### src/rtl/dmem_bus_arbiter_pkg.sv
// rtl/dmem_bus_arbiter_pkg.sv - shared types and defaults for the data-bus arbiter
package dmem_bus_arbiter_pkg;

    typedef enum logic [1:0] {
        ST_IDLE = 2'd0,
        ST_WAIT = 2'd1,
        ST_XFER = 2'd2,
        ST_DONE = 2'd3
    } arb_state_e;

    localparam int DEF_ADDR_W     = 32;
    localparam int DEF_DATA_W     = 32;
    // Address bit that steers the bus to peripheral space instead of Data_Mem
    localparam int PERIPH_SEL_BIT = 30;

endpackage

### src/rtl/dmem_bus_arbiter_if.sv
// rtl/dmem_bus_arbiter_if.sv - CPU, loader and memory-side signals of the arbiter
interface dmem_bus_arbiter_if
    import dmem_bus_arbiter_pkg::*;
#(
    parameter int ADDR_W = DEF_ADDR_W,
    parameter int DATA_W = DEF_DATA_W
);
    logic              cpu_rd;
    logic              cpu_wr;
    logic [ADDR_W-1:0] cpu_addr;
    logic [DATA_W-1:0] cpu_wdata;
    logic [DATA_W-1:0] cpu_rdata;
    logic              cpu_stall;

    logic              ld_req;
    logic              ld_wr;
    logic [ADDR_W-1:0] ld_addr;
    logic [DATA_W-1:0] ld_wdata;
    logic              ld_gnt;
    logic              ld_done;
    logic [DATA_W-1:0] ld_rdata;

    logic              mem_rd;
    logic              mem_wr;
    logic [ADDR_W-1:0] mem_addr;
    logic [DATA_W-1:0] mem_wdata;
    logic [DATA_W-1:0] mem_rdata;

    modport slave (
        input  cpu_rd, cpu_wr, cpu_addr, cpu_wdata,
        input  ld_req, ld_wr, ld_addr, ld_wdata,
        input  mem_rdata,
        output cpu_rdata, cpu_stall,
        output ld_gnt, ld_done, ld_rdata,
        output mem_rd, mem_wr, mem_addr, mem_wdata
    );

    modport master (
        output cpu_rd, cpu_wr, cpu_addr, cpu_wdata,
        output ld_req, ld_wr, ld_addr, ld_wdata,
        output mem_rdata,
        input  cpu_rdata, cpu_stall,
        input  ld_gnt, ld_done, ld_rdata,
        input  mem_rd, mem_wr, mem_addr, mem_wdata
    );

endinterface

### src/rtl/dmem_bus_arbiter_arb_wait_timer.sv
// rtl/dmem_bus_arbiter_arb_wait_timer.sv - loader wait counter with terminal count
module arb_wait_timer #(
    parameter int MAX_WAIT = 8,
    parameter int WAIT_W   = 4
) (
    input  logic clk,
    input  logic reset,
    input  logic clear_i,
    input  logic en_i,
    output logic tc_o
);

    localparam logic [WAIT_W-1:0] TC_VAL = (MAX_WAIT > 0) ? WAIT_W'(MAX_WAIT - 1) : '0;

    logic [WAIT_W-1:0] cnt_q, cnt_d;

    always_comb begin
        cnt_d = cnt_q;
        if (clear_i) begin
            cnt_d = '0;
        end else if (en_i) begin
            cnt_d = cnt_q + WAIT_W'(1);
        end
    end

    always_ff @(posedge clk) begin
        if (!reset) begin
            cnt_q <= '0;
        end else begin
            cnt_q <= cnt_d;
        end
    end

    assign tc_o = (cnt_q == TC_VAL);

endmodule

### src/rtl/dmem_bus_arbiter.sv
// rtl/dmem_bus_arbiter.sv - CPU/loader data-bus arbiter with bounded loader wait
// Optional ARB_STATS_EN adds saturating transfer and stall counters.
module dmem_bus_arbiter
    import dmem_bus_arbiter_pkg::*;
#(
    parameter int ADDR_W   = DEF_ADDR_W,
    parameter int DATA_W   = DEF_DATA_W,
    parameter int MAX_WAIT = 8,
    parameter int WAIT_W   = 4
) (
    input  logic                  clk,
    input  logic                  reset,
    dmem_bus_arbiter_if.slave     bus
`ifdef ARB_STATS_EN
    ,
    output logic [15:0]           stat_xfer,
    output logic [15:0]           stat_stall
`endif
);

    arb_state_e        state_q, state_d;
    logic              cpu_busy;
    logic              xfer;
    logic              wait_tc;
    logic [ADDR_W-1:0] addr_sel;
    logic [DATA_W-1:0] wdata_sel;
    logic [DATA_W-1:0] ld_rdata_q;

    assign cpu_busy = bus.cpu_rd | bus.cpu_wr;
    assign xfer     = (state_q == ST_XFER);

    arb_wait_timer #(
        .MAX_WAIT (MAX_WAIT),
        .WAIT_W   (WAIT_W)
    ) u_wait_timer (
        .clk     (clk),
        .reset   (reset),
        .clear_i (state_d != ST_WAIT),
        .en_i    (state_q == ST_WAIT),
        .tc_o    (wait_tc)
    );

    always_ff @(posedge clk) begin
        if (!reset) begin
            state_q    <= ST_IDLE;
            ld_rdata_q <= '0;
        end else begin
            state_q <= state_d;
            if (xfer && !bus.ld_wr) begin
                ld_rdata_q <= bus.mem_rdata;
            end
        end
    end

    always_comb begin
        state_d       = state_q;
        bus.ld_gnt    = 1'b0;
        bus.ld_done   = 1'b0;
        bus.cpu_stall = 1'b0;
        bus.mem_rd    = bus.cpu_rd;
        bus.mem_wr    = bus.cpu_wr;
        addr_sel      = bus.cpu_addr;
        wdata_sel     = bus.cpu_wdata;
        unique case (state_q)
            ST_IDLE: begin
                if (bus.ld_req) begin
                    state_d = (!cpu_busy || MAX_WAIT == 0) ? ST_XFER : ST_WAIT;
                end
            end
            ST_WAIT: begin
                if (!bus.ld_req) begin
                    state_d = ST_IDLE;
                end else if (!cpu_busy || wait_tc) begin
                    state_d = ST_XFER;
                end
            end
            ST_XFER: begin
                bus.ld_gnt    = 1'b1;
                bus.cpu_stall = cpu_busy;
                bus.mem_rd    = ~bus.ld_wr;
                // A loader write must not land on the edge that resets us
                bus.mem_wr    = bus.ld_wr & reset;
                addr_sel      = bus.ld_addr;
                wdata_sel     = bus.ld_wdata;
                state_d       = ST_DONE;
            end
            ST_DONE: begin
                bus.ld_done = 1'b1;
                state_d     = ST_IDLE;
            end
            default: state_d = ST_IDLE;
        endcase
    end

    assign bus.mem_addr  = addr_sel;
    assign bus.mem_wdata = wdata_sel;
    assign bus.cpu_rdata = bus.mem_rdata;
    assign bus.ld_rdata  = ld_rdata_q;

`ifdef ARB_STATS_EN
    logic [15:0] stat_xfer_q, stat_stall_q;

    always_ff @(posedge clk) begin
        if (!reset) begin
            stat_xfer_q  <= '0;
            stat_stall_q <= '0;
        end else begin
            if (xfer && stat_xfer_q != 16'hFFFF) begin
                stat_xfer_q <= stat_xfer_q + 16'd1;
            end
            if (bus.cpu_stall && stat_stall_q != 16'hFFFF) begin
                stat_stall_q <= stat_stall_q + 16'd1;
            end
        end
    end

    assign stat_xfer  = stat_xfer_q;
    assign stat_stall = stat_stall_q;
`endif

endmodule

### src/flat_wrapper.sv
// flat-port wrapper written by rule: the top's interface ports become plain ports
module dmem_bus_arbiter_flat import dmem_bus_arbiter_pkg::*;
#(
    parameter int ADDR_W   = DEF_ADDR_W,
    parameter int DATA_W   = DEF_DATA_W,
    parameter int MAX_WAIT = 8,
    parameter int WAIT_W   = 4
)
  (clk, reset, bus_cpu_rd, bus_cpu_wr, bus_cpu_addr, bus_cpu_wdata, bus_ld_req, bus_ld_wr, bus_ld_addr, bus_ld_wdata, bus_mem_rdata, bus_cpu_rdata, bus_cpu_stall, bus_ld_gnt, bus_ld_done, bus_ld_rdata, bus_mem_rd, bus_mem_wr, bus_mem_addr, bus_mem_wdata);
  dmem_bus_arbiter_if #(.ADDR_W(ADDR_W), .DATA_W(DATA_W)) bus_i ();
  input  logic clk;
  input  logic reset;
  input wire logic [$bits(bus_i.cpu_rd)-1:0] bus_cpu_rd;
  input wire logic [$bits(bus_i.cpu_wr)-1:0] bus_cpu_wr;
  input wire logic [$bits(bus_i.cpu_addr)-1:0] bus_cpu_addr;
  input wire logic [$bits(bus_i.cpu_wdata)-1:0] bus_cpu_wdata;
  input wire logic [$bits(bus_i.ld_req)-1:0] bus_ld_req;
  input wire logic [$bits(bus_i.ld_wr)-1:0] bus_ld_wr;
  input wire logic [$bits(bus_i.ld_addr)-1:0] bus_ld_addr;
  input wire logic [$bits(bus_i.ld_wdata)-1:0] bus_ld_wdata;
  input wire logic [$bits(bus_i.mem_rdata)-1:0] bus_mem_rdata;
  output wire logic [$bits(bus_i.cpu_rdata)-1:0] bus_cpu_rdata;
  output wire logic [$bits(bus_i.cpu_stall)-1:0] bus_cpu_stall;
  output wire logic [$bits(bus_i.ld_gnt)-1:0] bus_ld_gnt;
  output wire logic [$bits(bus_i.ld_done)-1:0] bus_ld_done;
  output wire logic [$bits(bus_i.ld_rdata)-1:0] bus_ld_rdata;
  output wire logic [$bits(bus_i.mem_rd)-1:0] bus_mem_rd;
  output wire logic [$bits(bus_i.mem_wr)-1:0] bus_mem_wr;
  output wire logic [$bits(bus_i.mem_addr)-1:0] bus_mem_addr;
  output wire logic [$bits(bus_i.mem_wdata)-1:0] bus_mem_wdata;
  assign bus_i.cpu_rd = bus_cpu_rd;
  assign bus_i.cpu_wr = bus_cpu_wr;
  assign bus_i.cpu_addr = bus_cpu_addr;
  assign bus_i.cpu_wdata = bus_cpu_wdata;
  assign bus_i.ld_req = bus_ld_req;
  assign bus_i.ld_wr = bus_ld_wr;
  assign bus_i.ld_addr = bus_ld_addr;
  assign bus_i.ld_wdata = bus_ld_wdata;
  assign bus_i.mem_rdata = bus_mem_rdata;
  assign bus_cpu_rdata = bus_i.cpu_rdata;
  assign bus_cpu_stall = bus_i.cpu_stall;
  assign bus_ld_gnt = bus_i.ld_gnt;
  assign bus_ld_done = bus_i.ld_done;
  assign bus_ld_rdata = bus_i.ld_rdata;
  assign bus_mem_rd = bus_i.mem_rd;
  assign bus_mem_wr = bus_i.mem_wr;
  assign bus_mem_addr = bus_i.mem_addr;
  assign bus_mem_wdata = bus_i.mem_wdata;
  dmem_bus_arbiter #(.ADDR_W(ADDR_W), .DATA_W(DATA_W), .MAX_WAIT(MAX_WAIT), .WAIT_W(WAIT_W)) u_core (.clk(clk), .reset(reset), .bus(bus_i));
endmodule
### config.mk
export PLATFORM = sky130hd
export DESIGN_NAME = dmem_bus_arbiter_flat
export DESIGN_NICKNAME = d
export VERILOG_FILES = /design/src/rtl/dmem_bus_arbiter_pkg.sv /design/src/rtl/dmem_bus_arbiter_if.sv /design/src/rtl/dmem_bus_arbiter_arb_wait_timer.sv /design/src/rtl/dmem_bus_arbiter.sv /design/src/flat_wrapper.sv
export SDC_FILE = /design/constraint.sdc
export NUM_CORES = 1
export LEC_CHECK = 0
export ABC_AREA = 1
export CAP_MARGIN = 20
export CELL_PAD_IN_SITES_DETAIL_PLACEMENT = 1
export CELL_PAD_IN_SITES_GLOBAL_PLACEMENT = 1
export CORE_ASPECT_RATIO = 0.9
export CORE_MARGIN = 1.5
export CORE_UTILIZATION = 16
export CTS_CLUSTER_DIAMETER = 50
export CTS_CLUSTER_SIZE = 25
export DETAILED_ROUTE_END_ITERATION = 8
export PLACE_DENSITY_LB_ADDON = 0.15
export SYNTH_ARGS = -nofsm -noshare
export SYNTH_HDL_FRONTEND = slang
export SYNTH_SLANG_ARGS = --single-unit
export TNS_END_PERCENT = 10
### constraint.sdc
create_clock -name clk -period 1.9 [get_ports clk]
set_input_delay 0.57 -clock clk [delete_from_list [all_inputs] [get_ports clk]]
set_output_delay 0.57 -clock clk [all_outputs]
set_load 0.05 [all_outputs]
==> results.md <==
* CP Capture Type: primary output
* Die Span Y at 122 um
* Initial antenna violation count at 0
* Hold Violations, Final at 0
* Simple-gate share of the synthesized area at 33.2%
* CTS Sinks at 38
* Fin crit period at a little over 2 ns
* Max Clk Rate at approximately 480 MHz
* Number of global-route vias before repair at 3929
* R2r endpoint: u_core.bus.ld_rdata[5]$_SDFFE_PN0P_
* Layout Utilization at a little under half
* Gpl congestion at between 0.6 and 0.7
* Failing checks: setup timing
* Main area contributors after synthesis: nand2_1 (30%), dfxtp_1 (30%), buf_4 (9.8%)
* Routed wire length at about 14000 um
* Skew-Pair Late Insertion Delay at about 0.28 ns
* Final period util at 109%
* CTS Buf Count at 5
* Area Overhead vs Synth at 185%
* Final worst setup slack at -0.175 ns
* Dpl ws at -0.362 ns
* Worst-case clock buffer depth at 2
* CP startpoint kind: input pin
* Cell Area, Synth at ~0.0025 mm^2
* Avg WL per Cell at between 15 and 20 um
* PD cells at between 500 and 600 mW/mm^2
* RSZ-0062 raised after global routing: yes
* XOR/XNOR Fraction of Synth Area at under 10%
* Post-route cell area at ~0.007 mm^2
* Top layer in use: met4
* CTS tree: built
* CP Max Fanout at 2
* Outcome: complete, but fails checks
* Synth Area in Compound Gates at a little over an eighth
* Non-filler cells, final at approximately 910
* Post-Synthesis Cells at 429
* Largest family of logic cells by synthesized area: simple AND/OR/NAND/NOR gates
* Starting Density at between 10% and 20%
* Dpl hpwl at about 12000 um
* Worst-margin pin slew at 0.326 ns
* Port Buffer Count at roughly 300
* Cell Area, Placed at ~0.0065 mm^2
* Die Footprint at roughly 0.017 mm^2
* CP Class: in -> out
* WHS at roughly 0.44 ns
* H-tree Lvls at 2
* Met2 WL at just over 8000 um
* Largest net degree at the start of global routing at between 50 and 60
* Critical Path AT at ~1.5 ns
* Gr usage total at between 15 and 20%
* Root buffer cell: clkbuf_16
* Final Setup Violations at 61
* Core area at between 0.015 and 0.02 mm^2
* Grt ovf at 0
* Die width at 135 um
* Max-cap violations at 0
* Worst hold path depth at 2
* Nets at ~900
* IO Pins at 299
* Hold EP: u_core.bus.ld_rdata[27]$_SDFFE_PN0P_
* DR iter-0 viols at 54
* Max-slew violation count at 0
* Static Leak at ~3.2 nW
* Worst hold start: u_core.bus.ld_rdata[27]$_SDFFE_PN0P_
* Share of the synthesized area in the top cell type at a little under a third
* ANT nets after route at 0
* Reg-to-reg setup timing slack at between 0.15 and 0.2 ns
* Library cells used by synthesis at 19
* Inst Count DP at 890
* Final setup skew at 0.00773 ns
* Post-synthesis register bit count at 38
* Worst EP required at 1.33 ns
* Slew margin rel. at 78.3%
* M1 wire length at ~4800 um
* Reg2reg start: u_core.state_q[0]$_SDFF_PN0_
* Min-delay worst type: reg -> reg
* Mapped Avg Cell Area at 5.88 um^2
* Clk slew on worst S/H paths at ~0.050 ns
* Vias per cell at approximately 4.1
* Syn Nets at between 500 and 600
* Routed via count at 3710
* Warnings from Yosys at 0
* Yosys top cell by area: nand2_1
* DR WL met3 at 1200 um
* Cell Rows at 43
* First-pass DRT Iterations at 3
* VDD IR max at 300 uV
* Mux cell area share after synthesis at 0%
* Worst r2r path cells at 9
* Synthesized-area fraction occupied by adder cells at less than 1%
* Post-synthesis sequential area ratio at between 30% and 40%
* Residual DRC at 0
* Share of cells above drive strength 1 at 39.3%
* First-pass GRT wire length at ~21000 um
==> cells in the mapped netlist <==
| cell type | instances |
|---|---|
| nand2_1 | 203 |
| inv_1 | 40 |
| dfxtp_1 | 38 |
| a21oi_1 | 35 |
| buf_4 | 33 |
| o21ai_1 | 20 |
| o21ai_0 | 14 |
| clkbuf_1 | 10 |
| nor2_1 | 10 |
| buf_2 | 8 |
| buf_6 | 5 |
| nand3_1 | 4 |
| xor2_1 | 3 |
| clkinv_1 | 1 |
| ha_1 | 1 |
| inv_2 | 1 |
| nand2_2 | 1 |
| nand4_1 | 1 |
| or2_1 | 1 |
==> flip-flops by register name, indices dropped and copies added, names as in the netlist <==
name / flops
u_core.bus.ld_rdata: 32
u_core.u_wait_timer.cnt_q: 4
u_core.state_q: 2
==> layer usage <==
layer  GRT usage [%]  vias to the layer above
li1                -                     1833
met1            16.1                     1710
met2            32.4                      155
met3            5.24                       12
met4            3.76                        0
met5               0                        -
==> logic make-up after synthesis <==
group | Yosys count
adder cells (fa/ha/maj) | 1
AND/OR/NAND/NOR | 220
flip-flops | 38
AO/OA/AOI/OAI | 69
buffers and inverters | 98
XOR/XNOR | 3
==> critical path: stages <==
cell and delay (ns):
clkdlybuf4s50_1 0.43, or2_4 0.28, o21ai_4 0.07, buf_12 0.15
==> worst max path at each step <==
stage,slack (ns),from,end,cells after the start
after floorplan,-0.25,bus_ld_wr,bus_mem_rd,4
after global placement,-0.35,bus_cpu_wr,bus_cpu_stall,5
after detailed placement,-0.36,bus_cpu_wr,bus_cpu_stall,5
after CTS,-0.17,u_core.state_q[0]$_SDFF_PN0_,bus_mem_rd,7
after global routing,-0.22,u_core.state_q[0]$_SDFF_PN0_,bus_mem_rd,7
final,-0.17,bus_ld_wr,bus_mem_rd,4
==> power by group <==
group | internal (mW) | total, mW | switching [mW]
Clock | 0.486 | 0.792 | 0.306
Sequential | 0.830 | 0.849 | 0.0189
Combinational | 1.19 | 2.43 | 1.24
==> cells in the final DEF (no fill, tap or decap) <==
cell type	count
a21oi_1	35
buf_12	111
buf_16	1
buf_4	45
buf_8	2
bufbuf_16	1
clkbuf_1	1
clkbuf_16	6
clkbuf_2	1
clkdlybuf4s50_1	161
clkinv_2	1
clkinv_4	1
clkinv_8	1
dfxtp_1	36
dfxtp_2	2
diode_2	1
dlygate4sd2_1	3
dlymetal6s2s_1	1
ha_1	1
inv_1	40
inv_4	1
nand2_1	104
nand2_2	96
nand2_4	3
nand2_8	1
nand3_1	4
nand4_1	1
nor2_1	8
nor2_4	2
o21ai_0	12
o21ai_1	20
o21ai_2	1
o21ai_4	1
or2_4	1
xor2_1	3
==> per-stage QoR <==
| step | power, mW | TNS [ns] |
|---|---|---|
| floorplan | 1.87 | -0.346 |
| global placement | 3.11 | -3.42 |
| detailed placement | 3.14 | -5.45 |
| CTS | 4.04 | -7.21 |
| global route | 4.24 | -8.84 |
| finish | 4.07 | -5.23 |
==> area by class of cell <==
class	count	area [um^2]
inverters	42	173
fillers	1768	8190
flip-flops and latches	38	763
clock inverters	2	13.8
well taps	202	253
multi-input cells	293	1530
repair buffers	327	4330
diodes	1	2.50
clock buffers	6	129
==> what timing repair did <==
action                     CTS  global route
buffers inserted             4             5
gates cloned                 2             1
hold buffers                 0             0
setup endpoints to repair   68            67
resized for setup           68            65
pin swaps                   11            10
No activity file was read; power rests on OpenSTA's default activity.
